==> config.mk <==
export PLATFORM = sky130hd
export DESIGN_NAME = crossing_reg_hs_a_flat
export DESIGN_NICKNAME = d
export VERILOG_FILES = /design/src/rtl/crossing_reg_hs_a_if.sv /design/src/rtl/crossing_reg_hs_a.sv /design/src/flat_wrapper.sv
export SDC_FILE = /design/constraint.sdc
export NUM_CORES = 1
export LEC_CHECK = 0
export ABC_AREA = 0
export CAP_MARGIN = 0
export CELL_PAD_IN_SITES_DETAIL_PLACEMENT = 1
export CELL_PAD_IN_SITES_GLOBAL_PLACEMENT = 2
export CORE_MARGIN = 3
export CORE_UTILIZATION = 29
export DETAILED_ROUTE_END_ITERATION = 16
export HOLD_SLACK_MARGIN = 0.05
export PLACE_DENSITY = 0.74
export SLEW_MARGIN = 20
export SYNTH_ARGS = -nofsm -noshare
export SYNTH_HDL_FRONTEND = slang
export SYNTH_SLANG_ARGS = --single-unit
==> constraint.sdc <==
create_clock -name CLK -period 2.8 [get_ports CLK]
set_input_delay 0.56 -clock CLK [delete_from_list [all_inputs] [get_ports CLK]]
set_output_delay 0.56 -clock CLK [all_outputs]
set_load 0.01 [all_outputs]
==> src/rtl/crossing_reg_hs_a_if.sv <==
// crossing_reg_hs_a_if: load, hold and toggle-handshake signals of the source-side crossing register
interface crossing_reg_hs_a_if #(
   parameter int width = 1,
   parameter int drop_w = 8
);
   logic              EN;
   logic [width-1:0]  D_IN;
   logic [width-1:0]  Q_OUT;
   logic              Q_REQ;
   logic              ACK_IN;
   logic              RDY;
   logic [drop_w-1:0] DROPS;
   modport master (output EN, D_IN, ACK_IN, input Q_OUT, Q_REQ, RDY, DROPS);
   modport slave (input EN, D_IN, ACK_IN, output Q_OUT, Q_REQ, RDY, DROPS);
endinterface

==> src/rtl/crossing_reg_hs_a.sv <==
// crossing_reg_hs_a: source-side crossing register with toggle req/ack handshake and saturating drop count
// Define CROSSING_REG_COALESCE_EN to keep one newer value pending while a transfer is in flight.
module crossing_reg_hs_a #(
   parameter int              width = 1,
   parameter logic [width-1:0] init = '0,
   parameter int              sync_stages = 2,
   parameter int              drop_w = 8
) (
   input logic CLK,
   input logic RST,
   crossing_reg_hs_a_if.slave bus
);
   typedef enum logic {IDLE, BUSY} state_t;
   state_t st, st_n;
   logic [width-1:0] q_n;
   logic [sync_stages-1:0] ack_q;
   logic req_n, inc, ack_s, done;
   generate
      if (sync_stages < 2 || sync_stages > 4) begin : g_bad
         $error("crossing_reg_hs_a: sync_stages must be 2..4");
      end
   endgenerate
   assign ack_s = ack_q[sync_stages-1];
   assign done = ack_s == bus.Q_REQ;
   assign bus.RDY = st == IDLE;
`ifdef CROSSING_REG_COALESCE_EN
   logic [width-1:0] pd, pd_n;
   logic pv, pv_n;
   always_ff @(posedge CLK or posedge RST)
      if (RST) begin
         pd <= init;
         pv <= 1'b0;
      end else begin
         pd <= pd_n;
         pv <= pv_n;
      end
`endif
   always_ff @(posedge CLK or posedge RST)
      if (RST) begin
         st <= IDLE;
         ack_q <= '0;
         bus.Q_OUT <= init;
         bus.Q_REQ <= 1'b0;
         bus.DROPS <= '0;
      end else begin
         st <= st_n;
         ack_q <= {ack_q[sync_stages-2:0], bus.ACK_IN};
         bus.Q_OUT <= q_n;
         bus.Q_REQ <= req_n;
         bus.DROPS <= bus.DROPS + drop_w'(inc && !(&bus.DROPS));
      end
   // done is only meaningful in BUSY, so stray acks while IDLE are ignored
   always_comb begin
      st_n = st;
      q_n = bus.Q_OUT;
      req_n = bus.Q_REQ;
      inc = 1'b0;
`ifdef CROSSING_REG_COALESCE_EN
      pd_n = pd;
      pv_n = pv;
`endif
      if (st == IDLE) begin
         if (bus.EN) begin
            q_n = bus.D_IN;
            req_n = ~bus.Q_REQ;
            st_n = BUSY;
         end
      end else if (!done) begin
`ifdef CROSSING_REG_COALESCE_EN
         if (bus.EN) begin
            pd_n = bus.D_IN;
            pv_n = 1'b1;
            inc = pv;
         end
`else
         inc = bus.EN;
`endif
      end else if (bus.EN) begin
         q_n = bus.D_IN;
         req_n = ~bus.Q_REQ;
`ifdef CROSSING_REG_COALESCE_EN
         inc = pv;
         pv_n = 1'b0;
`endif
      end
`ifdef CROSSING_REG_COALESCE_EN
      else if (pv) begin
         q_n = pd;
         req_n = ~bus.Q_REQ;
         pv_n = 1'b0;
      end
`endif
      else st_n = IDLE;
   end
endmodule
==> src/flat_wrapper.sv <==
// flat-port wrapper written by rule: the top's interface ports become plain ports
module crossing_reg_hs_a_flat 
#(
   parameter int              width = 1,
   parameter logic [width-1:0] init = '0,
   parameter int              sync_stages = 2,
   parameter int              drop_w = 8
)
  (CLK, RST, bus_EN, bus_D_IN, bus_ACK_IN, bus_Q_OUT, bus_Q_REQ, bus_RDY, bus_DROPS);
  crossing_reg_hs_a_if #(.width(width), .drop_w(drop_w)) bus_i ();
  input logic CLK;
  input logic RST;
  input wire logic [$bits(bus_i.EN)-1:0] bus_EN;
  input wire logic [$bits(bus_i.D_IN)-1:0] bus_D_IN;
  input wire logic [$bits(bus_i.ACK_IN)-1:0] bus_ACK_IN;
  output wire logic [$bits(bus_i.Q_OUT)-1:0] bus_Q_OUT;
  output wire logic [$bits(bus_i.Q_REQ)-1:0] bus_Q_REQ;
  output wire logic [$bits(bus_i.RDY)-1:0] bus_RDY;
  output wire logic [$bits(bus_i.DROPS)-1:0] bus_DROPS;
  assign bus_i.EN = bus_EN;
  assign bus_i.D_IN = bus_D_IN;
  assign bus_i.ACK_IN = bus_ACK_IN;
  assign bus_Q_OUT = bus_i.Q_OUT;
  assign bus_Q_REQ = bus_i.Q_REQ;
  assign bus_RDY = bus_i.RDY;
  assign bus_DROPS = bus_i.DROPS;
  crossing_reg_hs_a #(.width(width), .init(init), .sync_stages(sync_stages), .drop_w(drop_w)) u_core (.CLK(CLK), .RST(RST), .bus(bus_i));
endmodule
==> results.py, run 1 <==
metrics = {
    "sta": {
        "setup_tns_ns": 0,
        "finalHoldViolCount": 0,
        "layout_worst_path_cycle_share": 0.666,
        "finalSetupViolations": 0,
        "worst_max_slew_pin_slew_ns": 0.486,
        "relSlewSlack": 0.676,
        "clock_skew_ns": 0.00250,
        "maxSlewViolCount": 0,
        "hold_slack_ns": 0.359,
        "max_freq_mhz": 536,
        "unrepaired_setup_endpoints_after_global_routing": "no",
        "final.min_clock_period_ns": 1.86,
    },
    "route": {
        "routedLengthMet1_microns": 461,
        "met3_wirelength_microns": 71,
        "route.antenna.remaining_nets": 0,
        "detailroute.via_count": 353,
        "drt_pass1_iterations": 2,
        "detailroute.wirelength.met2_microns": 487,
        "routed.top_layer": "met4",
        "route.detailed.drc": 0,
        "viasPerCell": 4.30,
        "dr.first_iter.drc_count": 4,
        "totalWireLength_microns": 1030,
        "detail_route.wl_per_cell_microns": 12.5,
    },
    "worst_setup_path": {
        "instance_count_on_the_critical_path": 1,
        "worst_ep_arrival_time_ns": 1.30,
        "critPathTopFamily": "buffers and inverters",
        "slowest_delay_ns": 0.58,
        "path_cells": "clkdlybuf4s50_1",
        "endpoint_of_the_worst_slack_reg_to_reg_timing_path": "u_core.bus.DROPS[6]$_DFF_PP0_",
        "crit_start": "u_core.bus.DROPS[2]$_DFF_PP0_",
        "worst_ep_required_time_ns": 2.24,
        "crit_path_top_delay_cell": "clkdlybuf4s50_1",
        "r2r_start": "u_core.bus.Q_REQ$_DFFE_PP0P_",
        "critical_path_start_type": "flip-flop",
        "crit_path_end_kind": "primary output",
        "worstSetupPathType": "flip-flop to primary output",
        "rr_worst_depth": 6,
        "worst-r2r-setup-slack_ns": 1.12,
        "worst-path-max-fanout": 6,
        "cp-endpoint": "bus_DROPS[2]",
        "timing.critical_path.buf_inv": 1,
    },
    "die": {
        "initial_utilization": 0.329,
        "floorplan.die_area_sq_um": 2350,
        "core_footprint_sq_um": 1590,
        "rows": 14,
        "i_o_pin_total": 16,
        "die_width_microns": 48.5,
        "die-height_microns": 48.5,
    },
    "placement": {
        "numPlacedInstances": 78,
        "dpl_cell_area_sq_um": 704,
        "detailedPlacementHpwl_microns": 797,
        "buffer_ports.inserted": 15,
        "gp_routability_congestion": 0.749,
    },
    "power": {
        "power-per-cell-area_nw_per_um2": 797,
        "leakage_nw": 0.332,
        "ir_worst_vdd_uv": 354,
        "total_power_mw": 0.582,
    },
    "global_route": {
        "antenna_found_initial": 0,
        "gr-usage-all-layers": 0.100,
        "first_global_vias": 394,
        "grt_max_degree": 14,
        "grt_overflow": 0,
        "grt_first_pass_wirelength_microns": 1750,
    },
    "min_path": {
        "hold_path.class": "flip-flop to flip-flop",
    },
    "clock_tree": {
        "cts_max_level": 1,
        "post-cts-setup-buffer-count": 0,
        "tritoncts": "yes",
        "cts_buffers": 3,
        "ctsLongestPathBuffers": 2,
        "clk_latency_ns": 0.27,
        "post_cts_resize_count": 0,
        "cts-hold-fix-buffers": 0,
        "clock_sink_count": 13,
        "root_buffer": "clkbuf_4",
        "clkTransAtPathRegs_ns": 0.08,
    },
    "cells_and_area": {
        "mostFrequentLayoutCell": "clkdlybuf4s50_1",
        "drive_gt1_frac": 0.0862,
        "antenna-diode-count": 0,
        "finalNonFillerCells": 82,
        "nNetsFinal": 66,
        "design_area_sq_um": 731,
        "area_growth_pct": 39.4,
        "mostFrequentLayoutCells": "clkdlybuf4s50_1, dfrtp_1, xor2_1",
    },
    "yosys": {
        "synthesis.instances": 39,
        "syn-num-nets": 46,
        "synth_edf_count": 0,
        "avgSynthCellArea_sq_um": 13.4,
        "ys.warnings.count": 0,
        "post_synth_num_cell_types": 16,
        "synthesis.area_sq_um": 524,
        "ys_seq_area_frac": 0.621,
        "postSynthRegisterBits": 13,
        "ys_async_sr_fraction": 1.00,
        "postSynth.topFlopCell": "dfrtp_1",
    },
    "status": {
        "run_status": "finished, final reports clean",
    },
    "flow_run": {
        "cap_viol_max_count": 0,
    },
}
==> cell families after synthesis <==
group                      share of synthesized area
AOI/OAI and AO/OA                             0.0525
buffers and inverters                         0.0143
adders and majority gates                     0.0477
and+or+nand+nor                               0.0859
xor gates and xnor gates                       0.117
DFF                                            0.621
muxes                                         0.0621
==> how the worst min path moves through the flow <==
| stage | startpoint | to | slack [ns] | cells after the start |
|---|---|---|---|---|
| detailed placement | u_core.ack_q[0]$_DFF_PP0_ | u_core.ack_q[1]$_DFF_PP0_ | 0.34 | 0 |
| finish | u_core.ack_q[0]$_DFF_PP0_ | u_core.ack_q[1]$_DFF_PP0_ | 0.36 | 0 |
| floorplan | u_core.ack_q[0]$_DFF_PP0_ | u_core.ack_q[1]$_DFF_PP0_ | 0.33 | 0 |
| global route | u_core.ack_q[0]$_DFF_PP0_ | u_core.ack_q[1]$_DFF_PP0_ | 0.39 | 0 |
| CTS | u_core.ack_q[0]$_DFF_PP0_ | u_core.ack_q[1]$_DFF_PP0_ | 0.36 | 0 |
| global placement | u_core.ack_q[0]$_DFF_PP0_ | u_core.ack_q[1]$_DFF_PP0_ | 0.33 | 0 |
==> worst register-to-register path, delay by kind of cell, from the launching register on <==
family,cells,cell delay [ns]
compound gates,1,0.24
fa+ha+maj,2,0.39
flops,1,0.42
xor+xnor,2,0.42
simple gates,1,0.11
==> state kept, by name, indices dropped and copies added (netlist names) <==
name,count
u_core.bus.DROPS,8
u_core.bus.Q_OUT,1
u_core.ack_q,2
u_core.st,1
u_core.bus.Q_REQ,1
==> metrics by stage <==
| step | util | setup WS [ns] |
|---|---|---|
| floorplan | - | 1.26 |
| CTS | 0.458 | 0.923 |
| global route | 0.458 | 0.863 |
| global placement | 0.442 | 0.776 |
| detailed placement | 0.442 | 0.737 |
| finish | 0.458 | 0.936 |
==> layer usage <==
| metal | GRT usage | up-vias |
|---|---|---|
| li1 | - | 171 |
| met1 | 0.117 | 167 |
| met2 | 0.151 | 13 |
| met3 | 0.0276 | 2 |
| met4 | 0.0853 | 0 |
| met5 | 0 | - |
==> cell usage after synthesis, types with 2 or more instances <==
cell      n  share of area
nand4_1   2          0.024
dfrtp_1  13           0.62
xor2_1    4          0.067
nand3_1   3          0.029
ha_1      2          0.048
nor2_1    2          0.014
xnor2_1   3          0.050
inv_1     2          0.014
==> power breakdown <==
part	total (mW)	switching, mW	internal, mW	leakage [nW]
Sequential	0.289	0.0558	0.233	0.161
Clock	0.115	0.0601	0.0552	0.0150
Combinational	0.178	0.0671	0.111	0.156
==> area by class of cell <==
class / count / area [sq um]
fill: 179 / 863
sequential: 13 / 325
multi-input combinational: 24 / 191
timing repair buffer: 15 / 150
tap: 24 / 30.0
clock buffer: 4 / 26.3
inverter: 2 / 7.51
Power figures use the tool's default switching activity.
==> inputs of run 2 (changes only) <==
CORE_UTILIZATION = 25   (was 29)
PLACE_DENSITY = 0.68   (was 0.74)
clock period = 1.5 ns   (was 2.8 ns; I/O delays follow)
==> run 2 against run 1 <==
The flow now finishes with violations (negative setup slack); critical path type is now flip-flop to flip-flop; core utilization up 3.4 points; via count up 18%; global-route usage about the same; critical path depth up 5; clock power up 84%; register-to-register slack worse by 1.1 ns; wire length up 14%; die area up 14%; largest power group is now combinational cells.
==> results.py, run 2 (synthesized netlist as in run 1, its figures left out) <==
metrics = {
    "sta": {
        "clock_skew_ns": 0.000421,
        "final.min_clock_period_ns": 1.51,
        "worst_max_slew_pin_slew_ns": 0.502,
        "maxSlewViolCount": 0,
        "max_freq_mhz": 663,
        "unrepaired_setup_endpoints_after_global_routing": "yes",
        "postLayoutSetupSlackWorst_ns": -0.00894,
        "layout_worst_path_cycle_share": 1.01,
        "relSlewSlack": 0.665,
        "finalHoldViolCount": 0,
        "finalSetupViolations": 3,
    },
    "route": {
        "detailroute.via_count": 417,
        "viasPerCell": 4.21,
        "route.detailed.drc": 0,
        "dr.first_iter.drc_count": 0,
        "detail_route.wl_per_cell_microns": 11.8,
        "route.antenna.remaining_nets": 0,
        "drt_pass1_iterations": 1,
        "totalWireLength_microns": 1170,
    },
    "global_route": {
        "gr-usage-all-layers": 0.100,
        "first_global_vias": 447,
        "antenna_found_initial": 0,
        "grt_overflow": 0,
        "grt_first_pass_wirelength_microns": 1970,
        "grt_max_degree": 14,
    },
    "cells_and_area": {
        "design_area_sq_um": 915,
        "largestRegisters": "u_core.bus.DROPS x8, u_core.ack_q x2",
        "registers.top_by_ff_count": "u_core.bus.DROPS",
        "mostFrequentLayoutCells": "buf_4, dfrtp_1, dlygate4sd2_1",
        "antenna-diode-count": 0,
        "largest_register_ff_count": 8,
        "nNetsFinal": 82,
        "post_route_utilization": 0.492,
        "mostFrequentLayoutCell": "buf_4",
        "drive_gt1_frac": 0.378,
        "area_growth_pct": 74.5,
    },
    "worst_setup_path": {
        "crit_path_top_delay_cell": "dfrtp_1",
        "path_cells": "nand4_1 > o2111a_1 > ha_4 > ha_4 > buf_6 > xor2_2",
        "worst_ep_arrival_time_ns": 1.67,
        "rr_worst_depth": 6,
        "worst-path-max-fanout": 3,
        "endpoint_of_the_worst_slack_reg_to_reg_timing_path": "u_core.bus.DROPS[2]$_DFF_PP0_",
        "r2r_start": "u_core.bus.DROPS[6]$_DFF_PP0_",
        "critPathTopFamily": "flip-flops",
        "worstSetupPathType": "flip-flop to flip-flop",
        "worst-r2r-setup-slack_ns": -0.009,
        "critical_path_start_type": "flip-flop",
        "crit_path_end_kind": "flip-flop",
        "worst_path_most_repeated_cell": "ha_4",
        "slowest_delay_ns": 0.36,
        "timing.critical_path.buf_inv": 1,
        "worst_ep_required_time_ns": 1.66,
    },
    "clock_tree": {
        "tritoncts": "yes",
        "clock_sink_count": 13,
        "cts-hold-fix-buffers": 0,
        "cts_max_level": 1,
        "ctsLongestPathBuffers": 2,
        "cts_buffers": 3,
        "root_buffer": "clkbuf_4",
        "clkTransAtPathRegs_ns": 0.07,
        "clk_latency_ns": 0.27,
    },
    "die": {
        "die_width_microns": 51.8,
        "core_footprint_sq_um": 1860,
        "rows": 15,
        "i_o_pin_total": 16,
        "die-height_microns": 51.8,
        "initial_utilization": 0.282,
        "floorplan.die_area_sq_um": 2680,
    },
    "power": {
        "leakage_nw": 0.449,
        "ir_worst_vdd_uv": 596,
        "power-per-cell-area_nw_per_um2": 1350,
        "total_power_mw": 1.23,
    },
    "placement": {
        "gp_routability_congestion": 0.782,
        "dpl_cell_area_sq_um": 811,
        "placement.setup.worst_slack_ns": -0.225,
        "buffer_ports.inserted": 15,
    },
    "status": {
        "run_status": "complete, but fails checks",
        "violations": "negative setup slack",
    },
    "min_path": {
        "hold_path.class": "input pin to async pin",
    },
    "flow_run": {
        "cap_viol_max_count": 0,
    },
}
==> run 2: changes by cell type in the layout (fill, tap and decap cells not counted), sizes merged <==
cell	previous run	this run
dlygate4sd2	0	9
buf	0	16
clkdlybuf4s50	15	4
dlymetal6s2s	0	1
clkdlybuf4s15	0	1
==> run 2: area by class of cell <==
class | count | area, sq um
fillers | 198 | 943
flip-flops and latches | 13 | 325
repair buffers | 31 | 265
multi-input cells | 24 | 259
well taps | 25 | 31.3
clock buffers | 4 | 26.3
inverters | 2 | 7.51
==> run 2: how the worst max path moves through the flow <==
| stage | from | cells after the start | endpoint | slack, ns |
|---|---|---|---|---|
| after floorplan | u_core.bus.Q_REQ$_DFFE_PP0P_ | 6 | u_core.bus.DROPS[4]$_DFF_PP0_ | 0.0006 |
| after global placement | bus_EN | 6 | u_core.bus.DROPS[7]$_DFF_PP0_ | -0.22 |
| after detailed placement | bus_EN | 6 | u_core.bus.DROPS[7]$_DFF_PP0_ | -0.23 |
| after CTS | u_core.bus.DROPS[5]$_DFF_PP0_ | 6 | u_core.bus.DROPS[2]$_DFF_PP0_ | -0.02 |
| after global routing | u_core.ack_q[1]$_DFF_PP0_ | 6 | u_core.bus.DROPS[6]$_DFF_PP0_ | -0.09 |
| final | u_core.bus.DROPS[6]$_DFF_PP0_ | 6 | u_core.bus.DROPS[2]$_DFF_PP0_ | -0.009 |
==> run 2: through the flow <==
stage	setup TNS, ns	cells	hold WS [ns]
finish	-0.0149	99	0.353
global route	-0.290	99	0.365
CTS	-0.0215	96	0.352
detailed placement	-1.02	91	0.343
global placement	-0.955	91	0.338
floorplan	0	39	0.177
==> run 2: per-layer routing <==
layer  share of wire  up-vias  global-route usage
li1                -      201                   -
met1            0.48      202               0.128
met2            0.44       12               0.155
met3           0.064        2              0.0258
met4           0.012        0              0.0524
met5               0        -                   0
==> run 2: timing repair <==
item	in CTS	in global routing
pin swaps	4	8
endpoints found under the setup margin	12	6
cloned	0	0
buffers inserted	1	3
gates resized for setup	13	9
==> run 2: report_power, final <==
part	internal, mW	switching [mW]	total, mW
combinational	0.288	0.253	0.541
clock	0.103	0.109	0.212
sequential	0.435	0.0446	0.480
==> inputs of run 3 (changes only) <==
CORE_UTILIZATION = 28   (was 25)
PLACE_DENSITY = 0.72   (was 0.68)
clock period = 1.6 ns   (was 1.5 ns; I/O delays follow)
==> run 3 against run 2 <==
The run now ends clean; sequential cell count unchanged; setup slack gained 0.072 ns; global-route usage rose by 0.41 points; via count fell by 2.2%; clock power decreased by 8%; first-iteration DRC count increased by 2; non-clock buffer count shrank 2; power down 12%; sequential power down 4.2%; clock skew is 0.0014 ns higher; largest power group is now registers.
==> results.py, run 3 (synthesized netlist as in run 1, its figures left out) <==
metrics = {
    "status": {
        "run_status": "finished, final reports clean",
    },
    "sta": {
        "relSlewSlack": 0.688,
        "unrepaired_setup_endpoints_after_global_routing": "yes",
        "clock_skew_ns": 0.00178,
        "worst_max_slew_pin_slew_ns": 0.468,
        "finalSetupViolations": 0,
        "hold_slack_ns": 0.355,
        "layout_worst_path_cycle_share": 0.961,
        "postLayoutSetupSlackWorst_ns": 0.0631,
        "max_freq_mhz": 651,
        "finalHoldViolCount": 0,
        "maxSlewViolCount": 0,
        "final.min_clock_period_ns": 1.54,
    },
    "global_route": {
        "grt_overflow": 0,
        "grt_max_degree": 14,
        "first_global_vias": 414,
        "grt_first_pass_wirelength_microns": 1820,
        "antenna_found_initial": 0,
        "gr-usage-all-layers": 0.104,
    },
    "placement": {
        "detailedPlacementHpwl_microns": 836,
        "placement.setup.worst_slack_ns": -0.127,
        "buffer_ports.inserted": 15,
        "gp_routability_congestion": 0.642,
    },
    "route": {
        "route.detailed.drc": 0,
        "route.antenna.remaining_nets": 0,
        "dr.first_iter.drc_count": 2,
        "detailroute.via_count": 408,
        "drt_pass1_iterations": 2,
        "totalWireLength_microns": 1090,
        "detail_route.wl_per_cell_microns": 11.2,
        "viasPerCell": 4.21,
    },
    "worst_setup_path": {
        "critical_path_start_type": "flip-flop",
        "crit_path_end_kind": "flip-flop",
        "worst-path-max-fanout": 3,
        "worstSetupPathType": "flip-flop to flip-flop",
        "worst_ep_arrival_time_ns": 1.70,
        "worst_ep_required_time_ns": 1.76,
    },
    "clock_tree": {
        "ctsLongestPathBuffers": 2,
        "clock_sink_count": 13,
        "cts_max_level": 1,
        "clkTransAtPathRegs_ns": 0.07,
        "tritoncts": "yes",
        "cts_buffers": 3,
        "root_buffer": "clkbuf_4",
        "clk_latency_ns": 0.27,
    },
    "die": {
        "i_o_pin_total": 16,
        "core_footprint_sq_um": 1750,
        "die-height_microns": 49.3,
        "floorplan.die_area_sq_um": 2430,
        "die_width_microns": 49.3,
        "initial_utilization": 0.300,
        "rows": 15,
    },
    "cells_and_area": {
        "mostFrequentLayoutCell": "buf_4",
        "largestRegisters": "u_core.bus.DROPS x8, u_core.ack_q x2",
        "registers.top_by_ff_count": "u_core.bus.DROPS",
        "seq_area_sq_um": 325,
        "filler_cell_count": 203,
        "largest_register_ff_count": 8,
        "drive_gt1_frac": 0.361,
        "nNetsFinal": 80,
        "area_growth_pct": 64.7,
        "antenna-diode-count": 0,
        "multi_input_comb_area_sq_um": 224,
        "mostFrequentLayoutCells": "buf_4, dfrtp_1, dlygate4sd2_1",
    },
    "power": {
        "ir_worst_vdd_uv": 591,
        "power-per-cell-area_nw_per_um2": 1250,
        "leakage_nw": 0.440,
    },
    "flow_run": {
        "cap_viol_max_count": 0,
    },
    "min_path": {
        "hold_path.class": "input pin to async pin",
    },
}
[run 3: what timing repair did]
item / in CTS / in global routing
pin swaps: 1 / 5
resized for setup: 9 / 7
cloned: 0 / 0
buffers inserted: 2 / 1
hold buffers: 0 / 0
endpoints found under the setup margin: 11 / 6
[run 3: power breakdown]
part           internal (mW)  switching, mW
sequential             0.408         0.0517
clock                 0.0927          0.102
combinational          0.238          0.189
[run 3: area by class of cell]
class	count	share of cell area
Multi-Input combinational cell	24	0.259
Clock inverter	1	0.00580
Clock buffer	3	0.0261
Tap cell	25	0.0362
Timing Repair Buffer	29	0.287
Inverter	2	0.00870
Sequential cell	13	0.377
[run 3: worst paths after layout]
check	from	to	slack, ns	depth (start not counted)
setup / recovery	u_core.bus.DROPS[4]$_DFF_PP0_	u_core.bus.DROPS[2]$_DFF_PP0_	0.06	6
hold / removal	RST	u_core.bus.DROPS[1]$_DFF_PP0_	0.36	2
setup reg to reg	u_core.bus.DROPS[4]$_DFF_PP0_	u_core.bus.DROPS[2]$_DFF_PP0_	0.06	6
hold reg to reg	u_core.ack_q[0]$_DFF_PP0_	u_core.ack_q[1]$_DFF_PP0_	0.36	0
max in group asynchronous	RST	u_core.bus.DROPS[2]$_DFF_PP0_	0.93	2
min in group CLK	u_core.ack_q[0]$_DFF_PP0_	u_core.ack_q[1]$_DFF_PP0_	0.36	0
[run 3: critical path: stages (launching register included)]
cell,delay (ns)
dfrtp_1,0.37
nand4_1,0.16
o2111a_1,0.28
ha_2,0.20
ha_4,0.17
buf_4,0.13
xor2_1,0.13
[run 3: layer usage]
metal  vias up  routed length, microns  track usage
met5         -                       0            0
met4         0                      34       0.0711
met3         4                      65       0.0520
met2         9                     521        0.165
met1       196                     465        0.107
li1        199                       -            -
[run 3: through the flow]
stage	total power, mW	setup TNS, ns	instances	instance area [sq um]	util
final	1.08	0	97	863	0.495
after global routing	1.17	-0.0844	97	863	0.495
after CTS	1.08	0	96	828	0.475
after detailed placement	0.905	-0.536	90	788	0.452
after global placement	0.899	-0.392	90	788	0.452
after floorplan	0.621	0	39	524	-
